File: config.mk
export PLATFORM = sky130hd
export DESIGN_NAME = axis_loopback_fifo
export DESIGN_NICKNAME = d
export VERILOG_FILES = /design/src/rtl/params_pkg.sv /design/src/rtl/axis_loopback_fifo.sv
export SDC_FILE = /design/constraint.sdc
export NUM_CORES = 1
export LEC_CHECK = 0
export BUFFER_PORTS_ARGS = -buffer_cell sky130_fd_sc_hd__buf_2
export CORE_MARGIN = 5
export CORE_UTILIZATION = 60
export CTS_CLUSTER_SIZE = 8
export DETAILED_ROUTE_END_ITERATION = 8
export PLACE_DENSITY = 0.78
export SLEW_MARGIN = 20
export SYNTH_ARGS = -nofsm -noshare
export SYNTH_HDL_FRONTEND = slang
export SYNTH_SLANG_ARGS = --single-unit
File: constraint.sdc
create_clock -name axi_aclk -period 11.9 [get_ports axi_aclk]
set_clock_uncertainty 0.2 [all_clocks]
set_input_delay 0.595 -clock axi_aclk [delete_from_list [all_inputs] [get_ports axi_aclk]]
set_output_delay 0.595 -clock axi_aclk [all_outputs]
set_load 0.05 [all_outputs]
File: src/rtl/params_pkg.sv
// rtl/params_pkg.sv - shared stream parameters for the DMA loopback path
package params_pkg;
  localparam int DATA_WIDTH = 32;
endpackage

File: src/rtl/axis_loopback_fifo.sv
// rtl/axis_loopback_fifo.sv - first-word-fall-through AXIS FIFO closing DMA MM2S back into S2MM
module axis_loopback_fifo #(
  parameter int DATA_WIDTH = params_pkg::DATA_WIDTH,
  parameter int KEEP_WIDTH = DATA_WIDTH / 8,
  parameter int DEPTH      = 16,
  parameter int CNT_WIDTH  = 16
) (
  input  logic                       axi_aclk,
  input  logic                       axi_resetn,
  input  logic [DATA_WIDTH-1:0]      m_axis_mm2s_tdata,
  input  logic [KEEP_WIDTH-1:0]      m_axis_mm2s_tkeep,
  input  logic                       m_axis_mm2s_tvalid,
  output logic                       m_axis_mm2s_tready,
  input  logic                       m_axis_mm2s_tlast,
  output logic [DATA_WIDTH-1:0]      s_axis_s2mm_tdata,
  output logic [KEEP_WIDTH-1:0]      s_axis_s2mm_tkeep,
  output logic                       s_axis_s2mm_tvalid,
  input  logic                       s_axis_s2mm_tready,
  output logic                       s_axis_s2mm_tlast,
  output logic [$clog2(DEPTH):0]     occupancy,
  output logic [CNT_WIDTH-1:0]       pkt_count
);

  localparam int AW = $clog2(DEPTH);
  localparam int PW = AW + 1;
  localparam int EW = DATA_WIDTH + KEEP_WIDTH + 1;

  logic [EW-1:0] mem [DEPTH];
  logic [EW-1:0] head;
  logic [PW-1:0] wr_ptr;
  logic [PW-1:0] rd_ptr;
  logic [PW-1:0] wr_ptr_nxt;
  logic [PW-1:0] rd_ptr_nxt;
  logic          push;
  logic          pop;
  logic          empty;
  logic          full_nxt;
  logic          tready_q;

  assign empty = (wr_ptr == rd_ptr);
  assign push  = m_axis_mm2s_tvalid & tready_q;
  assign pop   = s_axis_s2mm_tvalid & s_axis_s2mm_tready;

  assign wr_ptr_nxt = wr_ptr + {{AW{1'b0}}, push};
  assign rd_ptr_nxt = rd_ptr + {{AW{1'b0}}, pop};
  // Ready is registered, so it must already reflect the slot a push this cycle consumes.
  assign full_nxt   = (wr_ptr_nxt[AW-1:0] == rd_ptr_nxt[AW-1:0]) &&
                      (wr_ptr_nxt[AW] != rd_ptr_nxt[AW]);

  always_ff @(posedge axi_aclk or negedge axi_resetn) begin
    if (!axi_resetn) begin
      wr_ptr    <= '0;
      rd_ptr    <= '0;
      tready_q  <= 1'b0;
      pkt_count <= '0;
    end else begin
      wr_ptr   <= wr_ptr_nxt;
      rd_ptr   <= rd_ptr_nxt;
      tready_q <= !full_nxt;
      if (pop && s_axis_s2mm_tlast) begin
        pkt_count <= pkt_count + {{(CNT_WIDTH-1){1'b0}}, 1'b1};
      end
    end
  end

  always_ff @(posedge axi_aclk) begin
    if (push) begin
      mem[wr_ptr[AW-1:0]] <= {m_axis_mm2s_tlast, m_axis_mm2s_tkeep, m_axis_mm2s_tdata};
    end
  end

  assign head = mem[rd_ptr[AW-1:0]];

  assign m_axis_mm2s_tready = tready_q;
  assign s_axis_s2mm_tvalid = !empty;
  assign s_axis_s2mm_tdata  = head[DATA_WIDTH-1:0];
  assign s_axis_s2mm_tkeep  = head[DATA_WIDTH +: KEEP_WIDTH];
  assign s_axis_s2mm_tlast  = head[EW-1];
  assign occupancy          = wr_ptr - rd_ptr;

endmodule

==> flow_metrics.py, run 1 <==
metrics = {
    "clocking": {
        "cts_setup_buffers": 0,
        "post_cts_resize_count": 0,
        "clockRootBuffer": "clkbuf_16",
        "cts_buffer_depth": 3,
        "tritoncts": "done",
        "cts_buffers": 87,
        "clk_pin_slew_ns": 0.05,
        "cts_hold_buf": 1,
        "worst_skew_pair.late_latency_ns": 0.60,
        "cts.sinks": 619,
        "ctsHtreeMaxLevel": 3,
    },
    "logic_synthesis": {
        "syn_area_um2": 24000,
        "synth_edf_count": 592,
        "syn_nets": 1032,
        "synthMuxAreaShare_pct": 18.2,
        "synth_top_flop_cell": "edfxtp_1",
        "yosysUniqueCellTypes": 33,
        "synth.area.top_cells": "edfxtp_1, mux4_2, mux4_1",
        "synth_cells": 981,
        "synthXorXnorAreaFrac_pct": 1.09,
        "synthSimpleGateAreaFrac_pct": 1.48,
        "synthAdderAreaFrac_pct": 0.552,
        "synth_top_family_by_area": "multiplexers",
        "synth_area_leader_cell": "edfxtp_1",
        "synthArstFlopShare_pct": 4.36,
        "synth-compound-area-share_pct": 0.193,
        "ys_ff_latch": 619,
        "synth-seq-area-share_pct": 76.9,
        "synth_warnings": 0,
        "yosysTopAreaCellShare_pct": 74.0,
        "avgSynthCellArea_um2": 24.5,
    },
    "route": {
        "wl_um": 53700,
        "drt-vias-per-instance": 6.60,
        "drc": 0,
        "ant_nets": 0,
        "via_count": 11152,
        "dr.pass1.iters": 5,
        "wire_per_inst_um": 31.8,
        "drt-initial-drc-count": 1241,
    },
    "cells_and_area": {
        "final_nets": 1200,
        "drive_gt1_share_pct": 31.3,
        "multi_input_area_um2": 5280,
        "finalInstanceArea_um2": 27500,
        "fill_cells": 2263,
        "syn_to_final_growth_pct": 14.5,
        "seqCellArea_um2": 18500,
        "utilization_pct": 69.3,
    },
    "worst_setup_path": {
        "crit_required_ns": 11.11,
        "reg2reg_depth": 13,
        "regToRegSetupSlack_ns": 7.88,
        "critPathKind": "register to primary output",
        "cp_top_family": "buffers and inverters",
        "arrival_ns": 4.44,
        "worstPathMaxFanout": 48,
        "crit_cells": 5,
        "cp_common_cell": "buf_4",
        "crit_path_cell_trace": "buf_4, buf_4, mux4_1, mux4_2, buf_2",
        "cp_slowest_cell": "buf_4",
        "end_kind": "primary output",
        "start_kind": "register",
        "cp_num_buf_inv": 3,
        "cpPeakStageDelay_ns": 0.84,
    },
    "global_route": {
        "gr-total-overflow": 0,
        "antenna_found_initial": 5,
        "grt_max_degree": 72,
        "grt_pass1_wl_um": 79500,
        "grt_pass1_vias": 11907,
        "grt_use_total_pct": 24.9,
    },
    "sta": {
        "setup_tns_ns": 0,
        "rsz0062_at_grt": "no",
        "drv_slew": 0,
        "tightestPinTransition_ns": 1.04,
        "timing.hold.ws_ns": 0.172,
        "max_freq_mhz": 191,
        "setup_violations": 0,
        "hold_violations": 0,
        "final.min_clock_period_ns": 5.24,
        "fin_crit_sh_pct": 44.0,
        "relSlewSlack_pct": 30.4,
    },
    "floorplan": {
        "io-pin-count": 101,
        "dieArea_um2": 44100,
        "core_area_um2": 39600,
        "rows": 73,
        "initial_core_util_pct": 60.6,
        "die_x_um": 210,
        "die_y_um": 210,
    },
    "job": {
        "maxCapViolations": 0,
    },
    "pwr": {
        "leakage_nw": 9.16,
        "power.total_mw": 7.40,
        "ir_drop_v": 0.000194,
        "power_density_nw_per_um2": 269,
    },
    "placement": {
        "place_area_um2": 25100,
        "hpwl_um": 24600,
        "gp_congestion": 0.733,
        "numPortBuffers": 100,
    },
    "status": {
        "status": "finished clean",
    },
    "hold_path": {
        "min_path_cells": 1,
        "min_path_type": "input port to register",
    },
}
cells in the mapped netlist (2+ instances only):
cell	count
clkbuf_1	15
nand4_1	6
mux4_2	121
edfxtp_1	592
mux2i_1	9
dfrtp_1	27
buf_12	4
buf_1	8
xor2_1	5
buf_2	6
and4_1	3
nand3b_1	2
ha_1	9
nand3_1	17
buf_6	12
a21oi_1	2
mux4_1	59
nor2_1	15
a22oi_1	2
and3_1	4
inv_1	10
nor3_1	5
xnor2_1	25
a21o_1	2
nor2b_1	2
nand2_1	12
flip-flops by register name (all words and copies together) (netlist names):
signal,count
wr_ptr,5
mem,592
rd_ptr,5
m_axis_mm2s_tready,1
pkt_count,16
logic make-up after synthesis:
logic type	count (synthesis)
buffers and inverters	56
flip-flops	619
AND/OR/NAND/NOR	69
multiplexers	190
adder cells (fa/ha/maj)	10
XOR/XNOR	30
AO/OA/AOI/OAI	7
worst register-to-register path, cell delays in order, from the launching register on:
cell and delay (ns):
dfrtp_4 0.74, buf_4 0.74, ha_1 0.42, and4_1 0.20, nand2_1 0.14, nand2_1 0.13, inv_1 0.17, ha_1 0.20
ha_1 0.20, nand3_1 0.11, xnor2_1 0.29, xnor2_1 0.11, nor2_1 0.10, nand4_1 0.13
layout by cell type, fill, tap and decap left out, types with 12 or more instances in the layout:
cell	count
edfxtp_1	592
buf_4	24
mux4_2	121
xnor2_1	25
buf_2	100
nand3_1	17
nand2_1	12
mux4_1	59
dfrtp_1	24
clkbuf_16	89
nor2_4	12
area by class of cell:
class | count | share of cell area [%]
Antenna cell | 3 | 0.0273
Inverter | 10 | 0.137
Sequential cell | 619 | 67.2
Tap cell | 525 | 2.39
Multi-Input combinational cell | 306 | 19.2
Clock inverter | 6 | 0.337
Timing Repair Buffer | 125 | 2.51
Clock buffer | 95 | 8.19
path summary, 6_finish.rpt:
kind                                         to                  start
max                        s_axis_s2mm_tdata[4]              rd_ptr[0]
min                                 mem[10][30]  m_axis_mm2s_tdata[30]
max reg2reg                  m_axis_mm2s_tready              rd_ptr[0]
min reg2reg                       pkt_count[15]          pkt_count[15]
max in group asynchronous             rd_ptr[1]             axi_resetn
min in group asynchronous             rd_ptr[4]             axi_resetn
stage by stage:
stage | std cells | setup slack, ns
floorplan | 981 | 7.22
global placement | 1584 | 7.30
detailed placement | 1584 | 7.25
CTS | 1686 | 6.53
global route | 1689 | 6.38
finish | 1689 | 6.66
where the power goes:
part,switching [mW],internal (mW)
Sequential,0.133,2.65
Combinational,1.55,0.902
Clock,0.847,1.32
Total,2.53,4.87
routing by layer:
| layer | up-vias | GRT usage, % | share of wire, % |
|---|---|---|---|
| li1 | 4543 | - | - |
| met3 | 91 | 4.91 | 8.3 |
| met5 | - | 0 | 0.043 |
| met2 | 639 | 42.9 | 52 |
| met1 | 5875 | 32.9 | 37 |
| met4 | 4 | 7.70 | 2.2 |
Power figures use the tool's default switching activity.
==> run 2, diff against run 1 <==
Settings changed: CORE_UTILIZATION 60 to 55, PLACE_DENSITY 0.78 to 0.75.
Clock period 11.9 ns to 4.7 ns, I/O delays scaled along.
==> run 2 against run 1 <==
  * Global-route usage shrank 3.2 points
  * Setup slack lost 5.7 ns
  * Final cell count grew 6.7%
  * First-iteration DRC count grew 0.73%
  * Cell area grew 2.2%
  * Largest cell class unchanged
  * Highest routed layer unchanged
==> flow_metrics.py, run 2 (synthesis results as in run 1) <==
metrics = {
    "worst_setup_path": {
        "critPathKind": "register to primary output",
        "end_kind": "primary output",
        "worstPathMaxFanout": 35,
        "start_kind": "register",
        "crit_path_cell_trace": "buf_12, mux4_1, mux4_2, buf_2",
        "cpPeakStageDelay_ns": 0.85,
        "arrival_ns": 3.28,
        "cp_slowest_cell": "dfrtp_4",
        "regToRegSetupSlack_ns": 1.41,
        "crit_required_ns": 4.26,
    },
    "global_route": {
        "grt_pass1_vias": 11728,
        "grt_use_total_pct": 21.7,
        "grt_max_degree": 153,
        "antenna_found_initial": 1,
        "gr-total-overflow": 0,
        "grt_pass1_wl_um": 76000,
    },
    "job": {
        "maxCapViolations": 0,
    },
    "route": {
        "wire_per_inst_um": 28.2,
        "via_count": 11156,
        "dr.pass1.iters": 6,
        "wl_met1_um": 19600,
        "ant_nets": 0,
        "drt-vias-per-instance": 6.19,
        "drt-initial-drc-count": 1250,
        "drc": 0,
        "topRoutingLayerUsed": "met5",
        "wl_met2_um": 26400,
        "wl_um": 50900,
        "wl_met3_um": 3650,
    },
    "pwr": {
        "p_seq_share_pct": 37.5,
        "power_density_nw_per_um2": 668,
        "share_comb_of_total_power_pct": 33.6,
        "clkPwrFrac_pct": 28.9,
        "swShare_pct": 33.7,
        "switchingPower_mw": 6.32,
        "ir_drop_v": 0.000528,
        "leakage_nw": 9.40,
        "p_int_mw": 12.4,
    },
    "sta": {
        "tightestPinTransition_ns": 1.13,
        "relSlewSlack_pct": 24.3,
        "rsz0062_at_grt": "no",
        "hold_violations": 0,
        "fin_crit_sh_pct": 79.1,
        "max_freq_mhz": 269,
        "drv_slew": 0,
        "setup_tns_ns": 0,
        "setup_violations": 0,
        "final.min_clock_period_ns": 3.72,
    },
    "clocking": {
        "cts.sinks": 619,
        "tritoncts": "done",
        "cts_hold_buf": 42,
        "clockRootBuffer": "clkbuf_16",
        "ctsHtreeMaxLevel": 3,
        "worst_skew_pair.late_latency_ns": 0.59,
        "cts_buffers": 87,
        "cts_setup_buffers": 0,
        "post_cts_resize_count": 0,
        "clk_pin_slew_ns": 0.05,
        "cts_buffer_depth": 3,
    },
    "floorplan": {
        "die_x_um": 219,
        "io-pin-count": 101,
        "rows": 76,
        "dieArea_um2": 47900,
        "core_area_um2": 43200,
        "die_y_um": 219,
        "initial_core_util_pct": 55.6,
    },
    "status": {
        "status": "finished clean",
    },
    "placement": {
        "gp_congestion": 0.800,
        "numPortBuffers": 100,
        "place_area_um2": 25300,
        "hpwl_um": 25900,
    },
    "cells_and_area": {
        "largest_reg_flops": 592,
        "num_antenna_cells": 0,
        "syn_to_final_growth_pct": 16.9,
        "final_common_cell": "edfxtp_1",
        "final_cell_mix": "edfxtp_1, mux4_2, buf_2, clkbuf_16, mux4_1",
        "drive_gt1_share_pct": 30.4,
        "final_nets": 1250,
        "finalInstanceArea_um2": 28100,
        "utilization_pct": 65.0,
    },
    "hold_path": {
        "min_path_type": "register to register",
    },
}
-- run 2: changes by cell type in the layout (fill, tap and decap cells not counted), sizes merged --
cell         previous run  this run
buf                   124       133
clkinvlp                1         0
inv                    11        12
diode                   3         0
dlygate4sd3             1        42
clkbuf                 95       103
clkinv                  4         3
-- run 2: worst max-delay path: cells and delay by family, from the launching register on --
kind	cells	cell delay, ns
multiplexers	2	1.19
flip-flops	1	0.85
buffers and inverters	2	0.57
-- run 2: stage by stage --
step                      worst slack (ns)  instances  total power [mW]  hold slack (ns)
after floorplan                     0.0247        981              11.9           -0.261
after global placement                1.54       1653              13.3           0.0731
after detailed placement              1.39       1653              13.4           0.0846
after CTS                            0.941       1803              19.0            0.272
after global routing                 0.860       1803              19.5            0.294
final                                0.980       1803              18.8            0.271
-- run 2: layout make-up --
class | instances | area (µm²)
Timing Repair Buffer | 175 | 1230
Clock inverter | 5 | 46.3
Inverter | 10 | 38.8
Multi-Input combinational cell | 306 | 5280
Clock buffer | 103 | 2280
Tap cell | 585 | 732
Fill cell | 2805 | 15100
Sequential cell | 619 | 18500
-- run 2: final timing paths --
path,startpoint,end,cells after the start
worst max-delay path,rd_ptr[0],s_axis_s2mm_tdata[4],4
worst min-delay path,pkt_count[15],pkt_count[15],1
worst max register to register,rd_ptr[0],m_axis_mm2s_tready,12
worst min register to register,pkt_count[15],pkt_count[15],1
max in group asynchronous,axi_resetn,wr_ptr[4],4
min in group asynchronous,axi_resetn,pkt_count[6],3
-- run 2: routing by layer --
metal / GRT usage (%) / up-vias
met2: 36.5 / 506
met4: 6.41 / 2
met1: 29.7 / 5914
li1: - / 4654
met3: 4.06 / 80
met5: 0 / -
-- run 2: power groups by stage --
stage          clock (mW)  sequential (mW)  combinational, mW
2_1_floorplan           0             7.05               4.88
3_3_place_gp            0             7.09               6.26
3_5_place_dp            0             7.13               6.31
4_1_cts              5.53             7.04               6.38
5_1_grt              5.80             7.08               6.61
6_report             5.43             7.04               6.29
